### src/rtl/dmem_lsu_if.sv
// Request/response channel between the rv32is pipeline (master) and the
// data-memory load/store unit (slave).
interface dmem_lsu_if #(
  parameter int unsigned ADDR_W = 32
);
  logic              req_valid;
  logic              req_ready;
  logic [ADDR_W-1:0] req_addr;
  logic [31:0]       req_wdata;
  logic [2:0]        req_op;
  logic              req_we;
  logic              resp_valid;
  logic              resp_ready;
  logic [31:0]       resp_rdata;
  logic              resp_err;

  modport master (
    output req_valid, req_addr, req_wdata, req_op, req_we, resp_ready,
    input  req_ready, resp_valid, resp_rdata, resp_err
  );

  modport slave (
    input  req_valid, req_addr, req_wdata, req_op, req_we, resp_ready,
    output req_ready, resp_valid, resp_rdata, resp_err
  );
endinterface

### src/rtl/dmem_lsu.sv
// Multi-cycle load/store unit: one request per handshake, sequences the dmem
// read strobe then (for stores) the write strobe. Optional: MISALIGN_TRAP_EN.
//
//   state | meaning
//   IDLE  | waiting for a request, req_ready high
//   SETUP | dmem address/op/data/we driven, no strobe
//   RCLK  | read strobe high (load data or RMW old word)
//   CAPT  | load data captured into resp_rdata
//   WCLK  | write strobe high, store commits on its rising edge
//   RESP  | response held until resp_ready
module dmem_lsu #(
  parameter int unsigned       ADDR_W    = 32,
  parameter logic [ADDR_W-1:0] DMEM_BASE = '0,
  parameter logic [ADDR_W-1:0] DMEM_SIZE = ADDR_W'(32'h0002_0000)
) (
  input  logic        clock,
  input  logic        reset,
  dmem_lsu_if.slave   bus,
  output logic        busy,
  output logic [31:0] dmemaddr,
  output logic [31:0] dmemdatain,
  input  logic [31:0] dmemdataout,
  output logic [2:0]  dmemop,
  output logic        dmemwe,
  output logic        dmemrdclk,
  output logic        dmemwrclk
);

  typedef enum logic [2:0] {
    S_IDLE  = 3'd0,
    S_SETUP = 3'd1,
    S_RCLK  = 3'd2,
    S_CAPT  = 3'd3,
    S_WCLK  = 3'd4,
    S_RESP  = 3'd5
  } state_e;

  state_e      state_q, state_d;
  logic        req_ready_q, req_ready_d;
  logic        resp_valid_q, resp_valid_d;
  logic        resp_err_q, resp_err_d;
  logic [31:0] resp_rdata_q, resp_rdata_d;
  logic        busy_q, busy_d;
  logic [31:0] dmemaddr_q, dmemaddr_d;
  logic [31:0] dmemdatain_q, dmemdatain_d;
  logic [2:0]  dmemop_q, dmemop_d;
  logic        dmemwe_q, dmemwe_d;
  logic        rdclk_q, rdclk_d;
  logic        wrclk_q, wrclk_d;

  // Request decode
  logic [ADDR_W:0]   off_ext;
  logic [ADDR_W-1:0] req_off;
  logic              op_bad;
  logic              range_bad;
  logic              misalign_bad;
  logic              req_bad;
  logic              accept;

  // Extra MSB turns the subtraction borrow into the below-base flag.
  assign off_ext = {1'b0, bus.req_addr} - {1'b0, DMEM_BASE};
  assign req_off = off_ext[ADDR_W-1:0];

  always_comb begin
    op_bad    = 1'b0;
    range_bad = 1'b0;
    if ((bus.req_op == 3'b011) || (bus.req_op[2:1] == 2'b11)) begin
      op_bad = 1'b1;
    end
    if (bus.req_op[2] && bus.req_we) begin
      op_bad = 1'b1;
    end
    if (off_ext[ADDR_W] || (req_off >= DMEM_SIZE)) begin
      range_bad = 1'b1;
    end
  end

`ifdef MISALIGN_TRAP_EN
  always_comb begin
    misalign_bad = 1'b0;
    if ((bus.req_op[1:0] == 2'b01) && bus.req_addr[0]) begin
      misalign_bad = 1'b1;
    end
    if ((bus.req_op[1:0] == 2'b10) && (bus.req_addr[1:0] != 2'b00)) begin
      misalign_bad = 1'b1;
    end
  end
`else
  assign misalign_bad = 1'b0;
`endif

  assign req_bad = op_bad | range_bad | misalign_bad;
  assign accept  = bus.req_valid & req_ready_q;

  // Next state and next registered outputs
  always_comb begin
    state_d      = state_q;
    resp_err_d   = resp_err_q;
    resp_rdata_d = resp_rdata_q;
    dmemaddr_d   = dmemaddr_q;
    dmemdatain_d = dmemdatain_q;
    dmemop_d     = dmemop_q;
    dmemwe_d     = dmemwe_q;

    case (state_q)
      S_IDLE: begin
        if (accept) begin
          resp_rdata_d = '0;
          resp_err_d   = req_bad;
          if (req_bad) begin
            state_d = S_RESP;
          end else begin
            state_d      = S_SETUP;
            dmemaddr_d   = 32'(req_off);
            dmemdatain_d = bus.req_wdata;
            dmemop_d     = bus.req_op;
            dmemwe_d     = bus.req_we;
          end
        end
      end
      S_SETUP: state_d = S_RCLK;
      S_RCLK:  state_d = dmemwe_q ? S_WCLK : S_CAPT;
      S_CAPT: begin
        resp_rdata_d = dmemdataout;
        state_d      = S_RESP;
      end
      S_WCLK:  state_d = S_RESP;
      S_RESP: begin
        if (bus.resp_ready) begin
          state_d = S_IDLE;
        end
      end
      default: state_d = S_IDLE;
    endcase

    // Outputs follow the state being entered so every pin comes from a flop.
    req_ready_d  = (state_d == S_IDLE);
    busy_d       = (state_d != S_IDLE);
    resp_valid_d = (state_d == S_RESP);
    rdclk_d      = (state_d == S_RCLK);
    wrclk_d      = (state_d == S_WCLK);
    if (state_d == S_RESP) begin
      dmemwe_d = 1'b0;
    end
  end

  always_ff @(posedge clock) begin
    if (!reset) begin
      state_q      <= S_IDLE;
      req_ready_q  <= 1'b1;
      resp_valid_q <= 1'b0;
      resp_err_q   <= 1'b0;
      resp_rdata_q <= '0;
      busy_q       <= 1'b0;
      dmemaddr_q   <= '0;
      dmemdatain_q <= '0;
      dmemop_q     <= 3'b010;
      dmemwe_q     <= 1'b0;
      rdclk_q      <= 1'b0;
      wrclk_q      <= 1'b0;
    end else begin
      state_q      <= state_d;
      req_ready_q  <= req_ready_d;
      resp_valid_q <= resp_valid_d;
      resp_err_q   <= resp_err_d;
      resp_rdata_q <= resp_rdata_d;
      busy_q       <= busy_d;
      dmemaddr_q   <= dmemaddr_d;
      dmemdatain_q <= dmemdatain_d;
      dmemop_q     <= dmemop_d;
      dmemwe_q     <= dmemwe_d;
      rdclk_q      <= rdclk_d;
      wrclk_q      <= wrclk_d;
    end
  end

  assign bus.req_ready  = req_ready_q;
  assign bus.resp_valid = resp_valid_q;
  assign bus.resp_err   = resp_err_q;
  assign bus.resp_rdata = resp_rdata_q;
  assign busy           = busy_q;
  assign dmemaddr       = dmemaddr_q;
  assign dmemdatain     = dmemdatain_q;
  assign dmemop         = dmemop_q;
  assign dmemwe         = dmemwe_q;
  assign dmemrdclk      = rdclk_q;
  assign dmemwrclk      = wrclk_q;

endmodule

### src/flat_wrapper.sv
// flat-port wrapper written by rule: the top's interface ports become plain ports
module dmem_lsu_flat 
#(
  parameter int unsigned       ADDR_W    = 32,
  parameter logic [ADDR_W-1:0] DMEM_BASE = '0,
  parameter logic [ADDR_W-1:0] DMEM_SIZE = ADDR_W'(32'h0002_0000)
)
  (clock, reset, busy, dmemaddr, dmemdatain, dmemdataout, dmemop, dmemwe, dmemrdclk, dmemwrclk, bus_req_valid, bus_req_addr, bus_req_wdata, bus_req_op, bus_req_we, bus_resp_ready, bus_req_ready, bus_resp_valid, bus_resp_rdata, bus_resp_err);
  dmem_lsu_if #(.ADDR_W(ADDR_W)) bus_i ();
  input  logic clock;
  input  logic reset;
  output logic busy;
  output logic [31:0] dmemaddr;
  output logic [31:0] dmemdatain;
  input  logic [31:0] dmemdataout;
  output logic [2:0] dmemop;
  output logic dmemwe;
  output logic dmemrdclk;
  output logic dmemwrclk;
  input wire logic [$bits(bus_i.req_valid)-1:0] bus_req_valid;
  input wire logic [$bits(bus_i.req_addr)-1:0] bus_req_addr;
  input wire logic [$bits(bus_i.req_wdata)-1:0] bus_req_wdata;
  input wire logic [$bits(bus_i.req_op)-1:0] bus_req_op;
  input wire logic [$bits(bus_i.req_we)-1:0] bus_req_we;
  input wire logic [$bits(bus_i.resp_ready)-1:0] bus_resp_ready;
  output wire logic [$bits(bus_i.req_ready)-1:0] bus_req_ready;
  output wire logic [$bits(bus_i.resp_valid)-1:0] bus_resp_valid;
  output wire logic [$bits(bus_i.resp_rdata)-1:0] bus_resp_rdata;
  output wire logic [$bits(bus_i.resp_err)-1:0] bus_resp_err;
  assign bus_i.req_valid = bus_req_valid;
  assign bus_i.req_addr = bus_req_addr;
  assign bus_i.req_wdata = bus_req_wdata;
  assign bus_i.req_op = bus_req_op;
  assign bus_i.req_we = bus_req_we;
  assign bus_i.resp_ready = bus_resp_ready;
  assign bus_req_ready = bus_i.req_ready;
  assign bus_resp_valid = bus_i.resp_valid;
  assign bus_resp_rdata = bus_i.resp_rdata;
  assign bus_resp_err = bus_i.resp_err;
  dmem_lsu #(.ADDR_W(ADDR_W), .DMEM_BASE(DMEM_BASE), .DMEM_SIZE(DMEM_SIZE)) u_core (.clock(clock), .reset(reset), .bus(bus_i), .busy(busy), .dmemaddr(dmemaddr), .dmemdatain(dmemdatain), .dmemdataout(dmemdataout), .dmemop(dmemop), .dmemwe(dmemwe), .dmemrdclk(dmemrdclk), .dmemwrclk(dmemwrclk));
endmodule
### config.mk
export PLATFORM = sky130hd
export DESIGN_NAME = dmem_lsu_flat
export DESIGN_NICKNAME = d
export VERILOG_FILES = /design/src/rtl/dmem_lsu_if.sv /design/src/rtl/dmem_lsu.sv /design/src/flat_wrapper.sv
export SDC_FILE = /design/constraint.sdc
export NUM_CORES = 1
export LEC_CHECK = 0
export BUFFER_PORTS_ARGS = -buffer_cell sky130_fd_sc_hd__buf_2
export CAP_MARGIN = 0
export CELL_PAD_IN_SITES_DETAIL_PLACEMENT = 0
export CELL_PAD_IN_SITES_GLOBAL_PLACEMENT = 1
export CORE_AREA = 3 3 105 147
export DETAILED_ROUTE_END_ITERATION = 16
export DIE_AREA = 0 0 108 150
export GPL_TIMING_DRIVEN = 1
export PLACE_DENSITY_LB_ADDON = 0.05
export SYNTH_ARGS = -nofsm -noshare
export SYNTH_HDL_FRONTEND = slang
export SYNTH_SLANG_ARGS = --single-unit
### constraint.sdc
create_clock -name clock -period 1.65 [get_ports clock]
set_input_delay 0.0825 -clock clock [delete_from_list [all_inputs] [get_ports clock]]
set_output_delay 0.0825 -clock clock [all_outputs]
set_load 0.02 [all_outputs]
# After elaboration in Yosys (flattened, before gate mapping)
# Cells that the tools add are included.
# classes
n_lt_le_gt_ge,1
n_eq_ne,11
mux,10
n_bitwise,4
reduce_logical,11
# op_table
cell,n
one-hot mux 32 bit (2 select lines),1
"greater-or-equal comparator 32 x 18 -> 1 bit, second input constant",1
two-way mux 32 bit,1
one-hot mux 3 bit (5 select lines),1
"equality test 3 x 2 -> 1 bit, second input constant",4
"equality test 3 bit, second input constant",4
two-way mux 3 bit,4
logical NOT 3 bit,2
AND reduction 2 bit,2
OR reduction 2 bit,2
"equality test 3 x 1 -> 1 bit, second input constant",1
two-way mux 1 bit,3
AND reduction 3 bit,1
nonzero test 3 bit,1
"equality test 2 bit, second input constant",1
"!= test 2 x 1 -> 1 bit, second input constant",1
NOT 1 bit,2
nonzero test 2 bit,1
AND 1 bit,1
logical AND 1 bit,1
logical OR 1 bit,1
OR 1 bit,1
# totals
reg_bits,109
inputBits,104
output_inout_bits,106
word_cells,49

# Logic depth before layout (Yosys ltp)
# Gate-level depths: netlist of the first run.
# depth
word_depth,10
depth_mapped,9
mapped_depth_nobuf,5

# Worst setup path after synthesis of the first run
# OpenSTA, ideal clock, no wires.
# synth_path
kind,register to register
from,register u_core.state_q[0]
to,register u_core.dmemop_q[1] (netlist: u_core.dmemop[1])
setup_time_ps,131
arrival_ps,1614
required_ps,1519
setup_slack_ps,-94
path_stages_with_launch,10
path_buffers,4
period_less_slack_ps,1744
path_cell_list,dfxtp_1 clkbuf_2 nor3_4 nand3_4 or3_1 clkbuf_1 buf_6 buf_6 nand2_1 nand3_1
# synth_between
elab_chain_cells,2
# synth_lines
element,line_no,rtl
"start, declared",dmem_lsu.sv:38,"state_e state_q, state_d;"
"start signal, assigned",dmem_lsu.sv:162,state_q <= state_d;
logical NOT 3 bit,dmem_lsu.sv:105,case (state_q)
AND reduction 3 bit (no line),n/a,
"end signal, assigned",dmem_lsu.sv:170,dmemop_q <= dmemop_d;
"end, declared",dmem_lsu.sv:46,"logic [2:0] dmemop_q, dmemop_d;"
# Every way passes these cells.
# A chain may end at the register's enable or synchronous reset.

# Worst setup path after layout of the first run
# layout_path
from,register u_core.state_q[0]
to,register u_core.dmemaddr_q[17] (netlist: u_core.dmemaddr[17])
# layout_between
elab_chain_cells,2
# layout_lines
element,line_no,rtl
logical NOT 3 bit,dmem_lsu.sv:105,
AND reduction 3 bit (no line),n/a,
"end signal, assigned",dmem_lsu.sv:168,dmemaddr_q <= dmemaddr_d;
"end, declared",dmem_lsu.sv:44,"logic [31:0] dmemaddr_q, dmemaddr_d;"
# Every way passes these cells.

==> results of run 1 <==
## routing by layer
| layer | vias up | routed length (um) |
|---|---|---|
| met4 | 0 | 187 |
| met3 | 13 | 793 |
| met2 | 126 | 6762 |
| met1 | 1866 | 5288 |
| met5 | - | 0 |
| li1 | 2100 | - |
## through the flow
step / TNS (ns) / instances / util (%)
final: 0 / 943 / 44.83
after global routing: -0.6421 / 943 / 44.83
after CTS: 0 / 939 / 43.64
after detailed placement: -3.270 / 840 / 35.71
after global placement: 0 / 840 / 35.71
after floorplan: -2.117 / 459 / -
## worst register-to-register path, cell delays in order (launching register included)
cell,delay [ns]
dfxtp_2,0.34
nor3_4,0.24
nand3_4,0.10
or3_4,0.46
buf_12,0.18
and3_1,0.18
## sequential cells by signal (all words and copies together), names as in the netlist
register and count:
u_core.bus.req_ready 1, u_core.busy 1, u_core.bus.resp_valid 1, u_core.dmemop 3, u_core.dmemwrclk 1, u_core.state_q 3, u_core.dmemdatain 32, u_core.dmemrdclk 1
u_core.bus.resp_rdata 32, u_core.bus.resp_err 1, u_core.dmemaddr 32, u_core.dmemwe 1
## power breakdown
part / switching, mW / internal [mW]
Combinational: 0.730 / 0.574
Sequential: 0.0742 / 2.75
Clock: 0.961 / 1.06
## final cells by class
| cell class | instances | area, um2 |
|---|---|---|
| Clock inverter | 3 | 22.52 |
| Tap cell | 189 | 236.5 |
| Sequential cell | 109 | 2185 |
| Multi-Input combinational cell | 311 | 1528 |
| Clock buffer | 12 | 246.5 |
| Fill cell | 1415 | 7933 |
| Timing Repair Buffer | 316 | 2217 |
| Inverter | 3 | 11.26 |
## kinds of logic (layout without fill, tap and decap cells)
| family | Yosys count | in the layout |
|---|---|---|
| flops | 109 | 109 |
| compound gates | 95 | 95 |
| mux | 1 | 1 |
| buf+inv | 39 | 334 |
| simple gates | 215 | 215 |
## worst min-delay path by stage
stage	from	to	slack [ns]
after CTS	bus_req_we	u_core.dmemwe	0.03
final	bus_req_we	u_core.dmemwe	0.03
after global routing	bus_req_we	u_core.dmemwe	0.04
after global placement	bus_req_op[1]	u_core.dmemop[1]	0.31
after detailed placement	bus_req_op[1]	u_core.dmemop[1]	0.31
after floorplan	bus_req_op[1]	u_core.dmemop[1]	0.21
## placed cells by master, fill, tap and decap left out, types with 2 or more instances in the layout
master         instances
o21ai_0                5
buf_6                  2
nor2_1                 5
nor4_1                 3
nor3_4                 2
dfxtp_2                2
nand2_2                2
buf_8                  3
a21oi_1               76
nor3_1                 4
clkbuf_16             11
a21oi_2               11
and3_4                 3
inv_1                  2
clkinvlp_4             3
nand3_1               34
nand2_1              141
buf_4                 10
dlygate4sd3_1         83
buf_2                209
clkbuf_1               2
and3_1                15
dfxtp_1              107
buf_12                 6
## repair_timing
action                     4_1_cts  5_1_grt
hold endpoints to repair        83        0
hold buffers                    83        0
gates cloned                     1        3
setup endpoints to repair       41       70
gates resized for setup          2       27
setup buffers                    0        1
pin swaps                        2       19
==> reports/metrics.yaml, run 1 <==
rr_endpoint: "u_core.dmemaddr[17]"
layout-drive-gt1-share_pct: 36.07
first_pass_iters: 4
grt_pass1_vias: 3904
startpoint_type: "flop"
dieArea_um2: 16200
r2r-start: "u_core.state_q[0]"
cts_sinks: 109
cp.buffers_inverters: 1
r2r_cells: 5
crit_slowest_cell: "or3_4"
cts-buffers-inserted: 9
synthSimpleGateAreaFrac_pct: 24.98
leakage_nw: 2.875
ys_types: 27
min_path_type: "input port to flop"
placed_cell_area_um2: 5135
crit_start: "u_core.state_q[0]"
r2r_slack_ns: 0.04
grt-busiest-layer: "met2"
final_nets: 854
yosys_warnings: 0
synth-edff-count: 0
grt_max_degree: 36
crit_chain: "nor3_4 -> nand3_4 -> or3_4 -> buf_12 -> and3_1"
min_period_ns: 1.610
synth_compound_area_share_pct: 12.73
yosysTopAreaCell: "dfxtp_1"
cpLargestDelayFamily: "simple AND/OR/NAND/NOR gates"
path_max_fanout: 21
synth_top_family_by_area: "simple AND/OR/NAND/NOR gates"
yosys-top-cells-area: "dfxtp_1 57%, nand2_1 14%, a21oi_1 11%"
holdWs_ns: 0.02854
rsz0062_at_grt: "true"
avgSynthCellArea_um2: 8.284
area_growth_pct: 69.53
worst_pin_slew_ns: 0.4042
p_total_mw: 6.152
maxCapViolations: 0
fin_skew_ns: 0.006672
vdd_ir_drop_max_mv: 0.4786
synthXorXnorAreaFrac_pct: 0
slew_viol_final: 0
cts_tree: "yes"
ys_seq_elements: 109
period_share_pct: 97.59
hpwl_mm: 8.540
design_area_um2: 6446
hold_viol: 0
start_util_pct: 26.44
netlist_instances: 459
power.density_nw_per_um2: 954.4
ys.flop_type: "dfxtp_1"
wl_mm: 13.03
clock_path_buffers: 2
status: "complete, no violations"
io-pin-count: 210
drt_iter0_drc: 150
overflow: 0
clk_pin_slew_ns: 0.07
antenna_left: 0
gp_congestion: 0.6859
portBuffers: 209
path_class: "flop to flop"
worstSetupPathDepth: 5
core-area_um2: 14380
timing.fmax_mhz: 621.0
synth.most_common_cell: "nand2_1"
cp-endpoint: "u_core.dmemaddr[17]"
place_ws_ns: -0.08523
rows: 52
cp.required_ns: 1.88
vias_per_cell: 4.353
drc: 0
die_x_um: 108
num_vias: 4105
routedWlPerCell_um: 13.82
slew_headroom_pct: 73.05
diodes: 0
met2_usage_pct: 26.59
grt.total_usage_pct: 14.79
setup_viol: 0
syn_nets: 563
syn_area_um2: 3802
htreeDepth: 3
synthAdderAreaFrac_pct: 0
synth_top_area_share_pct: 57.39
synthMuxAreaShare_pct: 0.2632
worst_setup_path_end_kind: "flop"
grt_util_met3_pct: 3.496
synth-async-reset-ratio_pct: 0
setup_ws_ns: 0.03982
grt_antenna_before_repair: 0
netlist_top_cells_count: "143 x nand2_1, 109 x dfxtp_1, 87 x a21oi_1, 34 x nand3_1, 25 x clkbuf_1"
slowest_delay_ns: 0.46
grt_pass1_wl_mm: 19.14
chipHeight_um: 150
clock_latency_ns: 0.34
ys_seq_area_share_pct: 57.39
hold-path-cell-count: 3
grt.met1_usage_pct: 17.16
clockRootBuffer: "clkbuf_16"
crit_arrival_ns: 1.84
Note: power is estimated with default switching activity, not from simulation.
==> run 2: changes to the inputs <==
CELL_PAD_IN_SITES_DETAIL_PLACEMENT = 1   (was 0)
CELL_PAD_IN_SITES_GLOBAL_PLACEMENT = 2   (was 1)
CORE_AREA = 3 3 118 166   (was 3 3 105 147)
DIE_AREA = 0 0 121 169   (was 0 0 108 150)
==> run 2 against run 1 <==
Compared with the run above: sequential power about the same; worst setup slack worse by 0.028 ns; global-route usage shrank 1.0 points; combinational power barely moved; non-clock buffer count is the same; first-iteration DRC count is 6.0% lower; core utilization is 9.4 points lower; routed wire length up 14%; critical path type unchanged.
==> reports/metrics.yaml, run 2 (same netlist as run 1, synthesis figures left out) <==
io-pin-count: 210  # unchanged
portBuffers: 209  # unchanged
power.density_nw_per_um2: 975.1  # +2.2%
final_common_cell: "buf_2"
grt_pass1_wl_mm: 22.40  # +17%
drt_iter0_drc: 141  # -6.0%
cts_tree: "yes"
wl_met1_mm: 6.013  # +14%
setup_tns_ns: 0  # unchanged
cp.required_ns: 1.93  # +0.05 ns
worst_setup_path_end_kind: "flop"
hpwl_mm: 9.991  # +17%
num_vias: 4197  # +2.2%
holdWs_ns: 0.03606  # +0.007528 ns
gp_congestion: 0.7013  # +2.2%
power_frac_seq_pct: 44.5  # -1.4 points
route.met2.wl_mm: 7.926  # +17%
core-area_um2: 18380  # +28%
path_max_fanout: 5  # -76%
power_switching_mw: 1.769  # +0.18%
grt_max_degree: 40  # +11%
wl_mm: 14.87  # +14%
r2r_slack_ns: 0.01  # -0.03 ns
maxCapViolations: 0  # unchanged
crit_arrival_ns: 1.92  # +0.08 ns
clock_latency_ns: 0.34  # about the same
drc: 0  # unchanged
grt.total_usage_pct: 13.75  # -1.0 points
slew_headroom_pct: 63.55  # -9.5 points
rsz0062_at_grt: "true"
layout-drive-gt1-share_pct: 36.34  # +0.27 points
p_int_mw: 4.578  # +4.4%
grt_pass1_vias: 4388  # +12%
r2r-start: "u_core.state_q[0]"
design_area_um2: 6509  # +0.97%
timing.fmax_mhz: 610.5  # -1.7%
place_ws_ns: -0.07174  # +0.01350 ns
overflow: 0  # unchanged
area_growth_pct: 71.17
diodes: 0  # unchanged
top_layer: "met4"
hold_viol: 0  # unchanged
status: "complete, no violations"
p_total_mw: 6.347  # +3.2%
leakage_nw: 2.922  # +1.6%
clk_pin_slew_ns: 0.07  # about the same
placed_cell_area_um2: 5211  # +1.5%
min_period_ns: 1.638  # +0.02769 ns
vias_per_cell: 4.205  # -3.4%
dieArea_um2: 20450  # +26%
rows: 59  # +13%
fin_skew_ns: 0.005681  # -0.0009917 ns
start_util_pct: 20.69  # -5.8 points
grt_antenna_before_repair: 0  # unchanged
final_cell_mix: "209 x buf_2, 137 x nand2_1, 108 x dfxtp_1"
clockRootBuffer: "clkbuf_16"
final_nets: 854  # unchanged
cts_sinks: 109  # unchanged
final_cell_count_no_fill: 998  # +5.8%
setup_ws_ns: 0.01212  # -0.02769 ns
hold_path_end: "u_core.dmemop[2]"
clock_path_buffers: 2  # unchanged
antenna_left: 0  # unchanged
worst_pin_slew_ns: 0.5460  # +0.1418 ns
routedWlPerCell_um: 14.90  # +7.8%
hold-path-cell-count: 3  # unchanged
htreeDepth: 3  # unchanged
wl_met3_um: 749  # -5.5%
slew_viol_final: 0  # unchanged
combPwrFrac_pct: 20.5  # -0.7 points
p_clk_share_pct: 35.0  # +2.1 points
crit_start: "u_core.state_q[0]"
holdCritStartpoint: "bus_req_op[2]"
vdd_ir_drop_max_mv: 0.4660  # -2.7%
p_sw_share_pct: 27.87  # -0.83 points
die_x_um: 121  # +12%
period_share_pct: 99.27  # +1.7 points
chipHeight_um: 169  # +13%
cts-buffers-inserted: 9  # unchanged
rr_endpoint: "u_core.dmemdatain[24]"
first_pass_iters: 4  # unchanged
min_path_type: "input port to flop"
startpoint_type: "flop"
place_inst: 896  # +6.7%
r2r_cells: 8  # +3
setup_viol: 0  # unchanged
post-route-util_pct: 35.41  # -9.4 points
path_class: "flop to flop"
==> run 2: cell types whose count changed in the layout (fill, tap and decap cells not counted), moves of 2 or more <==
| cell | change |
|---|---|
| buf_6 | +4 |
| nand2_1 | -4 |
| and3_1 | +3 |
| and3_4 | -3 |
| buf_8 | -3 |
| clkinvlp_4 | -3 |
| nand2_4 | +3 |
| a21oi_1 | -2 |
| a21oi_2 | +2 |
| o21ai_0 | -2 |
| o21ai_1 | +2 |
==> run 2: worst max-delay path, cell delays in order (launching register included) <==
cell	delay [ns]
dfxtp_2	0.34
nor3_4	0.22
nand3_4	0.09
buf_6	0.13
nor3_4	0.28
buf_6	0.18
clkbuf_16	0.17
nand2_2	0.06
a21oi_2	0.10
==> run 2: final cells by class <==
class	count	area, um2
Fill cell	2215	11870
Sequential cell	109	2183
Timing Repair Buffer	316	2172
Multi-Input combinational cell	311	1536
Tap cell	244	305.3
Clock buffer	12	256.5
Clock inverter	3	43.79
Inverter	3	11.26
==> run 2: how the worst max path moves through the flow <==
| stage | end | slack [ns] |
|---|---|---|
| after floorplan | u_core.dmemop[1] | -0.07 |
| after global placement | u_core.dmemaddr[26] | -0.03 |
| after detailed placement | u_core.dmemaddr[27] | -0.07 |
| after CTS | u_core.dmemaddr[3] | 0.02 |
| after global routing | u_core.dmemdatain[17] | -0.08 |
| final | u_core.dmemdatain[24] | 0.01 |
==> run 2: per-layer routing <==
layer  GRT usage (%)  vias up
li1                -     2097
met1           14.87     1977
met2           26.21      114
met3           3.041        9
met4           4.191        0
met5               0        -
==> run 2: power groups by stage <==
stage / clock, mW / sequential (mW) / combinational [mW]
after floorplan: 0 / 2.99 / 0.546
after global placement: 0 / 2.88 / 1.16
final: 2.22 / 2.82 / 1.30
after detailed placement: 0 / 2.88 / 1.16
after CTS: 2.32 / 2.82 / 1.32
after global routing: 2.42 / 2.84 / 1.44
==> run 2: repair_timing <==
action / in CTS / in global routing
cloned: 0 / 3
buffers inserted: 0 / 1
hold buffers: 83 / 0
resized for setup: 3 / 30
pin swaps: 0 / 18
endpoints found under the setup margin: 29 / 56
endpoints found under the hold margin: 83 / 0
